File: config.mk
export PLATFORM = sky130hd
export DESIGN_NAME = bnn_layer_sched
export DESIGN_NICKNAME = d
export VERILOG_FILES = /design/src/rtl/bnn_layer_sched.sv
export SDC_FILE = /design/constraint.sdc
export NUM_CORES = 1
export LEC_CHECK = 0
export CELL_PAD_IN_SITES_DETAIL_PLACEMENT = 1
export CELL_PAD_IN_SITES_GLOBAL_PLACEMENT = 1
export CORE_MARGIN = 1.5
export CORE_UTILIZATION = 30
export DETAILED_ROUTE_END_ITERATION = 8
export MAX_ROUTING_LAYER = met4
export PLACE_DENSITY_LB_ADDON = 0.1
export SYNTH_ARGS = -nofsm -noshare
export SYNTH_HDL_FRONTEND = slang
export SYNTH_SLANG_ARGS = --single-unit
File: constraint.sdc
create_clock -name clk -period 2.25 [get_ports clk]
set_input_delay 0.3375 -clock clk [delete_from_list [all_inputs] [get_ports clk]]
set_output_delay 0.3375 -clock clk [all_outputs]
set_load 0.005 [all_outputs]
File: src/rtl/bnn_layer_sched.sv
// ---------------------------------------------------------------------------
// bnn_layer_sched
//
// Sequencer for one binary fully-connected layer. It runs on the shared
// XNOR/accumulate datapath. The block accepts one input vector and latches
// it. It then walks the output tiles (LANES neurons each) one at a time:
//   - FETCH issues a weight-row read for the current tile.
//   - WAIT covers the datapath latency.
//   - At the end of WAIT the tile's LANES sums are captured into the
//     output buffer.
// When every tile has been captured, the whole result vector is presented
// downstream with a valid/ready handshake.
//
// Ports
//   clk, rst_n    clock (rising edge), asynchronous active-low reset
//   flush_i       synchronous abort of the vector in flight
//   in_valid_i    input vector handshake; in_data_i carries the vector
//   in_ready_o
//   w_rd_en_o     weight-row read strobe; w_addr_o = tile index
//   w_addr_o      (the address holds its value between strobes)
//   dp_in_o       latched input vector fed to the datapath
//   dp_result_i   LANES sums for the tile currently in flight
//   out_valid_o   result vector handshake
//   out_ready_i
//   out_data_o    result vector; tile t occupies slice t
//   busy_o        high whenever the sequencer is not idle
// ---------------------------------------------------------------------------
module bnn_layer_sched #(
  parameter int INPUT_DIM  = 16,
  parameter int OUTPUT_DIM = 8,
  parameter int LANES      = 2,
  parameter int BIT_WIDTH  = 8,
  parameter int DP_LAT     = 2,
  localparam int NTILES    = OUTPUT_DIM / LANES,
  localparam int AW        = (NTILES > 1) ? $clog2(NTILES) : 1
) (
  input  logic                            clk,
  input  logic                            rst_n,
  input  logic                            flush_i,
  input  logic                            in_valid_i,
  output logic                            in_ready_o,
  input  logic [INPUT_DIM*BIT_WIDTH-1:0]  in_data_i,
  output logic                            w_rd_en_o,
  output logic [AW-1:0]                   w_addr_o,
  output logic [INPUT_DIM*BIT_WIDTH-1:0]  dp_in_o,
  input  logic [LANES*BIT_WIDTH-1:0]      dp_result_i,
  output logic                            out_valid_o,
  input  logic                            out_ready_i,
  output logic [OUTPUT_DIM*BIT_WIDTH-1:0] out_data_o,
  output logic                            busy_o
);

  localparam int IW = INPUT_DIM * BIT_WIDTH;
  localparam int OW = OUTPUT_DIM * BIT_WIDTH;
  localparam int LW = LANES * BIT_WIDTH;
  // The wait counter must be able to hold DP_LAT.
  localparam int CW = (DP_LAT > 1) ? $clog2(DP_LAT + 1) : 1;

  // Configuration guards, evaluated at elaboration.
  generate
    if ((OUTPUT_DIM % LANES) != 0) begin : g_bad_tiling
      $error("bnn_layer_sched: OUTPUT_DIM must be a multiple of LANES");
    end
    if (DP_LAT < 1) begin : g_bad_latency
      $error("bnn_layer_sched: DP_LAT must be at least 1");
    end
  endgenerate

  typedef enum logic [1:0] {
    ST_IDLE  = 2'd0,
    ST_FETCH = 2'd1,
    ST_WAIT  = 2'd2,
    ST_DONE  = 2'd3
  } state_t;

  state_t        state_r;
  state_t        state_next_s;
  logic [AW-1:0] tile_r;
  logic [AW-1:0] tile_next_s;
  logic [CW-1:0] cnt_r;
  logic [CW-1:0] cnt_next_s;
  logic          accept_s;
  logic          capture_s;
  logic          last_tile_s;

  logic          in_ready_r;
  logic          busy_r;
  logic          out_valid_r;
  logic          w_rd_en_r;
  logic [AW-1:0] w_addr_r;
  logic [IW-1:0] in_latch_r;
  logic [OW-1:0] out_buf_r;

  assign last_tile_s = (tile_r == AW'(NTILES - 1));

  // Next-state logic. Flush overrides every transition, including an accept in IDLE.
  always_comb begin
    state_next_s = state_r;
    tile_next_s  = tile_r;
    cnt_next_s   = cnt_r;
    accept_s     = 1'b0;
    capture_s    = 1'b0;
    if (flush_i) begin
      state_next_s = ST_IDLE;
      tile_next_s  = '0;
    end else begin
      case (state_r)
        ST_IDLE: begin
          if (in_valid_i) begin
            accept_s     = 1'b1;
            tile_next_s  = '0;
            state_next_s = ST_FETCH;
          end else begin
            state_next_s = ST_IDLE;
          end
        end
        ST_FETCH: begin
          // The weight row arrives next cycle. The sums follow DP_LAT cycles
          // after that, which is the cycle in which the counter reaches zero.
          cnt_next_s   = CW'(DP_LAT);
          state_next_s = ST_WAIT;
        end
        ST_WAIT: begin
          if (cnt_r == '0) begin
            capture_s = 1'b1;
            if (last_tile_s) begin
              state_next_s = ST_DONE;
            end else begin
              tile_next_s  = tile_r + AW'(1);
              state_next_s = ST_FETCH;
            end
          end else begin
            cnt_next_s = cnt_r - CW'(1);
          end
        end
        ST_DONE: begin
          if (out_ready_i) begin
            state_next_s = ST_IDLE;
          end else begin
            state_next_s = ST_DONE;
          end
        end
        default: begin
          state_next_s = ST_IDLE;
          tile_next_s  = '0;
        end
      endcase
    end
  end

  // State register, tile index and latency counter.
  always_ff @(posedge clk or negedge rst_n) begin
    if (!rst_n) begin
      state_r <= ST_IDLE;
      tile_r  <= '0;
      cnt_r   <= '0;
    end else begin
      state_r <= state_next_s;
      tile_r  <= tile_next_s;
      cnt_r   <= cnt_next_s;
    end
  end

  // Handshake and status outputs, registered from the next state so they line up with the state register.
  always_ff @(posedge clk or negedge rst_n) begin
    if (!rst_n) begin
      in_ready_r  <= 1'b1;
      busy_r      <= 1'b0;
      out_valid_r <= 1'b0;
      w_rd_en_r   <= 1'b0;
      w_addr_r    <= '0;
    end else begin
      in_ready_r  <= (state_next_s == ST_IDLE);
      busy_r      <= (state_next_s != ST_IDLE);
      out_valid_r <= (state_next_s == ST_DONE);
      w_rd_en_r   <= (state_next_s == ST_FETCH);
      // The address only moves with a strobe and otherwise holds its last row.
      if (state_next_s == ST_FETCH) begin
        w_addr_r <= tile_next_s;
      end
    end
  end

  // Input vector latch. It is written only on accept, so the datapath sees a stable operand.
  always_ff @(posedge clk or negedge rst_n) begin
    if (!rst_n) begin
      in_latch_r <= '0;
    end else if (accept_s) begin
      in_latch_r <= in_data_i;
    end
  end

  // Result buffer. One slice is captured per tile. A flush keeps the contents
  // and suppresses the capture that was pending.
  always_ff @(posedge clk or negedge rst_n) begin
    if (!rst_n) begin
      out_buf_r <= '0;
    end else if (capture_s) begin
      out_buf_r[tile_r*LW +: LW] <= dp_result_i;
    end
  end

  assign in_ready_o  = in_ready_r;
  assign busy_o      = busy_r;
  assign out_valid_o = out_valid_r;
  assign w_rd_en_o   = w_rd_en_r;
  assign w_addr_o    = w_addr_r;
  assign dp_in_o     = in_latch_r;
  assign out_data_o  = out_buf_r;

endmodule
# --- Word level (Yosys, flattened, before mapping) ---
# Cells that the tools add are included.
classes:
  add_sub_neg: 3
  eq_ne: 7
  shifts: 2
  muxes: 20
  n_bitwise: 1
  n_reduce_logical: 6
ops:
  columns: ["op", "count"]
  rows:
  - ["$bwmux 64", 1]
  - ["$shift 16x34->64 const A", 1]
  - ["$shiftx 16x34->64", 1]
  - ["$neg 6->34", 1]
  - ["$mux 2", 9]
  - ["$eq 2x2->1 const B", 4]
  - ["$pmux 2 s2", 2]
  - ["$pmux 2 s4", 1]
  - ["$mux 1", 7]
  - ["$logic_not 2->1", 3]
  - ["$eq 2x1->1 const B", 2]
  - ["$reduce_bool 2->1", 2]
  - ["$reduce_and 3->1", 1]
  - ["$add 2x1->2 const B", 1]
  - ["$ne 2x2->1 const B", 1]
  - ["$sub 2x1->2 const B", 1]
  - ["$not 1->1", 1]
totals:
  reg_bits: 204
  input_bits: 149
  out_inout_bits: 198

# --- Logic depth before layout (Yosys ltp) ---
logic_depth:
  ltp_word: 6
  ltp_mapped: 8
  depth_no_buf: 7

# --- Worst setup path after synthesis ---
# OpenSTA, ideal clock, no wires.
synth_path:
  path_kind: "reg2reg"
  startpoint: "register tile_r[0]"
  endpoint: "register out_buf_r[44] (netlist: out_data_o[44])"
  setup_time_ps: 83
  arrival_time_ps: 1727
  t_required_ps: 2167
  setup_slack_ps: 440
  stages_incl_launch_ff: 7
  cell_sequence: "dfrtp_1 > inv_2 > ha_1 > nor3b_2 > clkbuf_1 > nand2_1 > o21ai_0"
synth_via:
  elab_chain_cells: 3
synth_lines:
  columns: ["item", "line_no", "source"]
  rows:
  - ["from (decl)", "78", "logic [AW-1:0] tile_r;"]
  - ["from (signal assigned)", "159", "tile_r <= tile_next_s;"]
  - ["$neg 6->34 *", "199", "out_buf_r[tile_r*LW +: LW] <= dp_result_i;"]
  - ["$shiftx 16x34->64 or $shift 16x34->64 (tied branches)", "199", null]
  - ["$bwmux 64 *", "199", null]
  - ["to (signal, indexed assignment)", "199", null]
  - ["to (decl)", "92", "logic [OW-1:0] out_buf_r;"]
# Every way passes the cells marked *; elsewhere a longest branch is shown, timed or not.
# A chain may end at the register's enable or synchronous reset.

# --- Worst setup path after layout ---
layout_path:
  startpoint: "register state_r[0]"
  endpoint: "register w_addr_r[0] (netlist: w_addr_o[0])"
layout_via:
  elab_chain_cells: 4
layout_lines:
  columns: ["item", "line_no", "source"]
  rows:
  - ["from (decl)", "76", "state_t state_r;"]
  - ["from (signal assigned)", "158", "state_r <= state_next_s;"]
  - ["$eq 2x2->1 (tied with other cells)", "107", "case (state_r)"]
  - ["$pmux 2 s4 *", "107", null]
  - ["$mux 2 *", "103", "if (flush_i) begin"]
  - ["via state_next_s[0]", "77", "state_t state_next_s;"]
  - ["$eq 2x1->1 *", "178", "if (state_next_s == ST_FETCH) begin"]
  - ["to (signal assigned)", "179", "w_addr_r <= tile_next_s;"]
  - ["to (decl)", "90", "logic [AW-1:0] w_addr_r;"]
# The timed path passes the listed nets; every way through them passes the cells marked *.

==> impl_metrics.toml <==
[floorplan]
chipHeight_um = 166
dieWidth_um = 166
effective_utilization_at_floorplan_pct = 30.5
floorplan.io_pins = 347
core_region_area_mm2 = 0.0261
floorplan.die_area_mm2 = 0.0275
placement_rows = 59

[min_path]
class_of_the_worst_hold_path = "input pin to async pin"

[sta]
post-route-min-period_ns = 1.93
timing.clock.skew_ns = 0.00575
tns_ns = 0
postLayoutSetupSlackWorst_ns = 0.317
max_clock_freq_mhz = 517
slew_headroom_pct = 68.7
final.hold.worst_slack_ns = 0.357
timing.final.setup_violations = 0
unrepaired_setup_endpoints_after_global_routing = "no"
report.final.slew_viol_count = 0
min_period_over_period_pct = 85.9
timing_worst_slew_pin_value_ns = 0.469
final_hold_viol_count = 0

[power_and_ir_drop]
power_switching_mw = 3.21
vdd_drop_max_uv = 559
part_of_the_power_in_the_clock_network_pct = 30.7
power.sequential.fraction_pct = 39.6
power_density_mw_per_mm2 = 1000
internal_power_mw = 9.57
p_leak_nw = 5.36
power.switching_fraction_pct = 25.1
combinationalPowerShare_pct = 29.7

[finish]
final_nets = 1139
final_core_util_pct = 48.9
flow.area_growth_from_synthesis_pct = 60.4
final_layout_size_suffix_gt1_share_pct = 20.1
highest_count_cells_in_the_layout_ignoring_fill_and_taps = "345 x clkdlybuf4s50_1, 203 x dfrtp_1, 137 x nand2_1"
antenna-diode-count = 0
layout_commonest_cell = "clkdlybuf4s50_1"

[outcome]
status = "finished clean"

[cts]
htree_num_levels = 1
cts_root_buffer_type = "clkbuf_16"
tritoncts = "done"
clock_sinks = 204
worst_skew_pair_later_pin_latency_ns = 0.51
cts_resized = 0
cts_post_setup_buffers_inserted = 0
number_of_buffers_inserted_during_clock_tree_synthesis = 25
clock_slew_at_reported_path_ffs_ns = 0.05
cts.path.max_buffers = 3

[logic_synthesis]
mappedNetlistArea_mm2 = 0.00795
synthArstFlopShare_pct = 100
post_synth.cell_area_avg_um2 = 12.9
post_synth_inst_count = 616
ys_seq_elements = 204
yosysWarnings = 0
synth_enable_flop_cells = 0
seq_area_frac_synth_pct = 64.2
synth.net_count = 775
ys_types = 33
ys_dominant_reg_cell = "dfrtp_1"

[worst_setup_path]
path_class = "flip-flop to flip-flop"
critical_path_arrival_ns = 2.32
timing.critical_path.to_type = "flip-flop"
critical_path_peak_fanout = 8
worst_ep_required_time_ns = 2.64
timing.critical_path.from_type = "flip-flop"

[placed_design]
place_congestion = 0.754
port_buffers = 346
place_worst_setup_slack_ns = 0.236
dpl.hpwl_um = 19000

[global_routing]
grt_pass1_wl_um = 40000
grt_use_total_pct = 19.2
overflow = 0
antenna_found_initial = 0
grt_start_max_net_pins = 50
vias_in_the_first_global_route = 6325

[routing]
via_per_inst = 4.54
drc_errors = 0
routedWlPerCell_um = 19.0
drt_pass1_iterations = 4
postRouteWirelength_um = 25300
postRouteAntennaNets = 0
route.vias.total = 6037
dr.first_iter.drc_count = 245

[flow_run]
drv_cap = 0
-- through the flow --
step                      power [mW]  area [um2]  std cells
after floorplan                 6.31        7950        616
after global placement          8.89       11900       1287
after detailed placement        8.99       11900       1287
after CTS                       13.0       12700       1330
after global routing            13.5       12700       1330
final                           12.8       12700       1330
-- state kept, by name, indices dropped and copies added (netlist names) --
name / cells
busy_o: 1
cnt_r: 2
dp_in_o: 128
in_ready_o: 1
out_data_o: 64
out_valid_o: 1
state_r: 2
tile_r: 2
w_addr_o: 2
w_rd_en_o: 1
-- cell usage after synthesis (2+ instances only) --
cell / n / area, um2
dfrtp_1: 203 / 5080
buf_2: 17 / 85.1
nor3b_2: 3 / 37.5
inv_2: 2 / 7.51
nand2b_1: 4 / 25.0
clkbuf_1: 13 / 48.8
mux2_2: 128 / 1440
a21oi_1: 2 / 10.0
o211ai_1: 2 / 15.0
nor2_1: 3 / 11.3
inv_1: 9 / 33.8
o21ai_0: 63 / 315
nand2_1: 137 / 514
mux2_4: 2 / 30.0
ha_1: 10 / 125
-- logic make-up after synthesis --
family | Yosys count | share of synthesized area, %
flops | 204 | 64.2
simple gates | 153 | 8.01
mux | 131 | 18.6
compound gates | 76 | 5.26
buf+inv | 42 | 2.30
fa+ha+maj | 10 | 1.57
-- critical path, stage by stage, from the launching register on --
cell and delay, ns:
dfrtp_1 0.43, inv_1 0.10, ha_1 0.34, o21ai_2 0.09, a311o_1 0.36, inv_2 0.09
o31ai_2 0.10, mux2_4 0.31
-- final cells by class --
cell class | count | area [um2]
Sequential cell | 204 | 5110
Multi-Input combinational cell | 370 | 2660
Clock buffer | 35 | 713
Timing Repair Buffer | 368 | 3720
Fill cell | 2726 | 13300
Tap cell | 335 | 419
Inverter | 11 | 41.3
Clock inverter | 7 | 85.1
-- per-layer routing --
layer	global-route usage (%)	vias to the layer above	wire [um]
met2	32.0	205	12700
met5	-	-	0
met4	4.15	0	485
met3	4.69	33	1610
li1	-	2805	-
met1	23.5	2994	10500
-- repair_timing --
| item | in CTS | in global routing |
|---|---|---|
| endpoints found under the setup margin | 0 | 0 |
| hold buffers | 1 | 0 |
| endpoints found under the hold margin | 45 | 0 |
-- power groups by stage --
| stage | Clock [mW] | Combinational, mW | Sequential (mW) |
|---|---|---|---|
| after floorplan | 0 | 1.14 | 5.17 |
| after global placement | 0 | 3.82 | 5.07 |
| after detailed placement | 0 | 3.86 | 5.13 |
| after CTS | 4.07 | 3.87 | 5.07 |
| after global routing | 4.21 | 4.06 | 5.20 |
| final | 3.93 | 3.79 | 5.06 |
-- path summary, 6_finish.rpt --
path | start | end | slack (ns) | cells past startpoint
hold / removal | rst_n | state_r[1]$_DFF_PN0_ | 0.36 | 2
min in group clk | in_data_i[30] | dp_in_o[30]$_DFFE_PN0P_ | 0.44 | 2
max in group asynchronous | rst_n | dp_in_o[109]$_DFFE_PN0P_ | 1.16 | 3
setup / recovery | state_r[0]$_DFF_PN0_ | w_addr_o[0]$_DFFE_PN0N_ | 0.32 | 7
hold reg to reg | out_data_o[15]$_DFFE_PN0P_ | out_data_o[15]$_DFFE_PN0P_ | 0.48 | 2
setup reg to reg | state_r[0]$_DFF_PN0_ | w_addr_o[0]$_DFFE_PN0N_ | 0.32 | 7
Note: power is estimated with default switching activity, not from simulation.
